**config.mk**
```make
export PLATFORM = sky130hd
export DESIGN_NAME = pipe_stage_skid_reg
export DESIGN_NICKNAME = d
export VERILOG_FILES = /design/src/rtl/pipe_pkg.sv /design/src/rtl/pipe_skid_buf.sv /design/src/rtl/pipe_stage_skid_reg.sv
export SDC_FILE = /design/constraint.sdc
export NUM_CORES = 1
export LEC_CHECK = 0
export CORE_MARGIN = 4
export CORE_UTILIZATION = 45
export CTS_BUF_LIST = sky130_fd_sc_hd__clkbuf_4
export DETAILED_ROUTE_END_ITERATION = 10
export PLACE_DENSITY = 0.73
export SYNTH_ARGS = -nofsm -noshare
export SYNTH_HDL_FRONTEND = slang
export SYNTH_SLANG_ARGS = --single-unit
```
**constraint.sdc**
```tcl
create_clock -name clk -period 4.8 [get_ports clk]
set_input_delay 0.96 -clock clk [delete_from_list [all_inputs] [get_ports clk]]
set_output_delay 0.96 -clock clk [all_outputs]
set_load 0.005 [all_outputs]
```
**src/rtl/pipe_pkg.sv**
```systemverilog
// rtl/pipe_pkg.sv - shared widths and payload type for the skid-buffered stage register
package pipe_pkg;

  localparam int DATA_W_DEF  = 32;
  localparam int SEL_W_DEF   = 5;
  localparam int STALL_CNT_W = 16;

  typedef struct packed {
    logic [DATA_W_DEF-1:0] data;
    logic [SEL_W_DEF-1:0]  sel;
    logic                  wr_en;
  } stage_payload_t;

endpackage

```
**src/rtl/pipe_skid_buf.sv**
```systemverilog
// rtl/pipe_skid_buf.sv - generic 2-entry skid buffer with registered in_ready and flush
module pipe_skid_buf #(
  parameter int W = 8
) (
  input  logic         clk,
  input  logic         rst,
  input  logic         flush,
  input  logic         in_valid,
  output logic         in_ready,
  input  logic [W-1:0] in_data,
  output logic         out_valid,
  input  logic         out_ready,
  output logic [W-1:0] out_data
);

  logic         main_valid, skid_valid;
  logic [W-1:0] main_data, skid_data;
  logic         accept, drain;
  logic         main_load, main_from_skid, skid_load;
  logic         main_valid_nxt, skid_valid_nxt;

  always_comb begin
    accept         = in_valid && in_ready;
    drain          = main_valid && out_ready;
    main_valid_nxt = main_valid;
    skid_valid_nxt = skid_valid;
    main_load      = 1'b0;
    main_from_skid = 1'b0;
    skid_load      = 1'b0;
    if (flush) begin
      main_valid_nxt = 1'b0;
      skid_valid_nxt = 1'b0;
    end else if (!main_valid || drain) begin
      // in_ready is low whenever skid is full, so no accept competes with the skid move
      if (skid_valid) begin
        main_load      = 1'b1;
        main_from_skid = 1'b1;
        main_valid_nxt = 1'b1;
        skid_valid_nxt = 1'b0;
      end else begin
        main_load      = accept;
        main_valid_nxt = accept;
      end
    end else if (accept) begin
      skid_load      = 1'b1;
      skid_valid_nxt = 1'b1;
    end
  end

  always_ff @(posedge clk) begin
    if (rst) begin
      main_valid <= 1'b0;
      skid_valid <= 1'b0;
      main_data  <= '0;
      skid_data  <= '0;
      in_ready   <= 1'b1;
    end else begin
      main_valid <= main_valid_nxt;
      skid_valid <= skid_valid_nxt;
      in_ready   <= !skid_valid_nxt;
      if (main_load) main_data <= main_from_skid ? skid_data : in_data;
      if (skid_load) skid_data <= in_data;
    end
  end

  assign out_valid = main_valid;
  assign out_data  = main_data;

endmodule

```
**src/rtl/pipe_stage_skid_reg.sv**
```systemverilog
// rtl/pipe_stage_skid_reg.sv - result/select/write-enable stage register with skid buffer
// Optional stall counter output enabled by PIPE_STALL_CNT_EN.
module pipe_stage_skid_reg
  import pipe_pkg::*;
#(
  parameter int DATA_W = DATA_W_DEF,
  parameter int SEL_W  = SEL_W_DEF
) (
  input  logic              clk,
  input  logic              rst,
  input  logic              flush,
  input  logic              in_valid,
  output logic              in_ready,
  input  logic [DATA_W-1:0] in_data,
  input  logic [SEL_W-1:0]  in_sel,
  input  logic              in_wr_en,
  output logic              out_valid,
  input  logic              out_ready,
  output logic [DATA_W-1:0] out_data,
  output logic [SEL_W-1:0]  out_sel,
  output logic              out_wr_en
`ifdef PIPE_STALL_CNT_EN
  ,
  output logic [STALL_CNT_W-1:0] stall_cnt
`endif
);

  localparam int PW = DATA_W + SEL_W + 1;

  logic [PW-1:0] in_pl, out_pl;
  logic          held_wr_en;

  assign in_pl = {in_data, in_sel, in_wr_en};

  pipe_skid_buf #(.W(PW)) u_buf (
    .clk       (clk),
    .rst       (rst),
    .flush     (flush),
    .in_valid  (in_valid),
    .in_ready  (in_ready),
    .in_data   (in_pl),
    .out_valid (out_valid),
    .out_ready (out_ready),
    .out_data  (out_pl)
  );

  assign {out_data, out_sel, held_wr_en} = out_pl;
  // bubbles keep stale payload, so the write enable must be masked
  assign out_wr_en = held_wr_en & out_valid;

`ifdef PIPE_STALL_CNT_EN
  always_ff @(posedge clk) begin
    if (rst) begin
      stall_cnt <= '0;
    end else if (out_valid && !out_ready && (stall_cnt != {STALL_CNT_W{1'b1}})) begin
      stall_cnt <= stall_cnt + STALL_CNT_W'(1);
    end
  end
`endif

endmodule

```
==> flow_summary_export.csv <==
group,metric,value,unit
clocking,clockBufferDepth,2,
logic_synthesis,muxShareOfSynthArea,19.42,%
logic_synthesis,synth_fa_ha_area_share,0,%
sta,worstMarginPinSlew,1.036,ns
final_layout,area.growth.synth_to_final,16.74,%
placed_design,port_buffers,82,
final_layout,multi_input_area,1986,µm²
sta,finalCritPeriodShare,58.31,%
clocking,post_cts_buffers,0,
clocking,cts_tree,"done",
placed_design,place_ws,1.614,ns
sta,setup_tns,0,ns
global_route,grt_pass1_wl,14.74,mm
sta,relSlewSlack,30.93,%
drt,wirelength,8.695,mm
worst_setup_path,required,5.11,ns
clocking,cts_resized,0,
logic_synthesis,synth_top_family_by_area,"multiplexers",
sta,hold_viol,0,
floorplan,coreArea,8848,µm²
floorplan,die_h,104.2,µm
clocking,cts_hold_buf,0,
logic_synthesis,synth_nets,472,
floorplan,start_util,47.04,%
clocking,htreeDepth,3,
final_layout,layout.nets,495,
placed_design,place_inst,549,
global_route,grt_max_degree,117,
worst_setup_path,worstRegToRegCells,3,
logic_synthesis,synthSimpleGateAreaFrac,18.30,%
worst_hold_path,hold_depth,2,
sta,rsz0062_at_grt,"false",
final_layout,n_fill_cell,820,
pwr,leakage,0.001623,µW
sta,period_minus_slack,2.799,ns
worst_setup_path,critPathCaptureType,"flip-flop",
sta,holdWs,0.4711,ns
logic_synthesis,ys_seq_area_share,37.99,%
sta,skew,0.01588,ns
final_layout,drive_above_1_share,9.890,%
clocking,cts_root_buffer,"clkbuf_4",
worst_setup_path,cp_max_fo,39,
worst_hold_path,hold_end,"u_buf.out_data[17]",
logic_synthesis,postSynthAreaPerCell,9.703,µm²
pwr,ir_drop,0.1402,mV
final_layout,fin_cells,563,
logic_synthesis,synthCells,429,
global_route,grt_overflow,0,
final_layout,diodes,0,
worst_setup_path,arrival,3.11,ns
worst_setup_path,cp-start-kind,"primary input",
logic_synthesis,synth-xor-area-share,0,%
drt,drt_iter0_drc,65,
pwr,powerDensity,282.5,nW/µm²
drt,vias,2950,
sta,slew_viol_final,0,
global_route,antenna_found_initial,0,
worst_hold_path,hold_path.startpoint,"u_buf.out_data[17]",
logic_synthesis,synth-seq-cells,79,
clocking,clk_pin_slew,0.11,ns
global_route,grt_pass1_vias,3043,
floorplan,die_area,10850,µm²
final_layout,fin_util,54.92,%
final_layout,register_area,1583,µm²
logic_synthesis,synth-compound-area-share,9.558,%
drt,final_antenna_net_count,0,
logic_synthesis,yosysWarnings,0,
floorplan,die_w,104.2,µm
worst_setup_path,crit_type,"in -> reg",
worst_setup_path,rr_startpoint,"u_buf.skid_valid",
clocking,clock-sinks,79,
floorplan,pin_count,83,
worst_setup_path,r2r_slack,2.41,ns
final_layout,most-common-layout-cells,"clkdlybuf4s50_1 (80), dfxtp_1 (78), nand2b_1 (77)",
drt,wire_per_inst,15.44,µm
placed_design,hpwl,5.523,mm
sta,setup_viol,0,
placed_design,gp_congestion,0.6984,
run_status,status,"complete, no violations",
sta,finalWorstSetupSlack,2.001,ns
global_route,grt_util_all_layers,16.43,%
floorplan,rows,34,
logic_synthesis,synth.distinct_cells,21,
clocking,cts_buffers,9,
drt,avgViaCountPerCell,5.240,
drt,drc,0,
clocking,clock_latency,0.41,ns
final_layout,final_common_cell,"clkdlybuf4s50_1",
logic_synthesis,synth_area,4163,µm²
sta,fmax,357.3,MHz
worst_hold_path,worstHoldPathType,"reg -> reg",
worst_setup_path,r2r-end,"u_buf.out_data[2]",
job,maxCapViolCount,0,
drt,dr.pass1.iters,4,
[area by class of cell]
type / count / share of cell area [%]
clock buffer: 9 / 1.390
clock inverter: 5 / 2.034
inverter: 39 / 3.012
multi-input combinational: 237 / 40.86
sequential: 79 / 32.57
tap: 108 / 2.781
timing repair buffer: 86 / 17.35
[registers in the layout (all words and copies together) (netlist names)]
register / cells
u_buf.out_data: 38
u_buf.skid_data: 38
u_buf.in_ready: 1
u_buf.out_valid: 1
u_buf.skid_valid: 1
[power by group]
group	leakage (µW)	internal [µW]	switching, µW
clock network	0.0000893	256	221
logic	0.000889	114	84.8
registers	0.000645	681	15.6
total	0.00162	1050	321
[how the worst max path moves through the flow]
stage,from,to,slack (ns)
4_1_cts,out_ready,u_buf.out_data[2],2.04
6_report,out_ready,u_buf.out_data[2],2.00
3_5_place_dp,out_ready,u_buf.out_data[1],1.61
3_3_place_gp,out_ready,u_buf.out_data[37],1.67
2_1_floorplan,rst,u_buf.out_data[27],2.74
5_1_grt,out_ready,u_buf.out_data[2],1.92
[synth_stat cells (all sizes together)]
| cell | instances | area (µm²) |
|---|---|---|
| dfxtp | 79 | 1582 |
| and2 | 1 | 6.260 |
| clkbuf | 20 | 75.07 |
| nor2b | 1 | 13.76 |
| nor3 | 1 | 5.000 |
| a211oi | 39 | 392.9 |
| inv | 39 | 146.4 |
| a21oi | 1 | 5.000 |
| nor4 | 38 | 237.7 |
| mux2i | 38 | 380.4 |
| nand2b | 77 | 481.7 |
| nand2 | 1 | 3.750 |
| or3 | 1 | 6.260 |
| buf | 54 | 391.6 |
| or4 | 1 | 7.510 |
| mux2 | 38 | 427.9 |
[routing by layer]
metal	routed length (µm)	global-route usage [%]	vias up
li1	-	-	1476
met1	4143	20.71	1400
met2	4095	27.53	61
met3	306	3.352	13
met4	149	6.363	0
met5	0	0	-
[cell families (layout without fill, tap and decap cells)]
kind of cell	count (synthesis)	count (layout)
and+or+nand+nor	121	121
DFF	79	79
AOI/OAI and AO/OA	40	40
buffers and inverters	113	139
muxes	76	76
[critical path, cell delays in order]
cell,delay [ns]
clkdlybuf4s50_1,0.52
nor2b_4,0.05
buf_4,0.26
or3_2,0.91
a211oi_1,0.39
[stage by stage]
step | power, µW | instance area [µm²]
after floorplan | 840.0 | 4163
after detailed placement | 912.0 | 4693
after global routing | 1435 | 4860
after global placement | 909.1 | 4693
final | 1373 | 4860
after CTS | 1389 | 4860
Note: power is estimated with default switching activity, not from simulation.
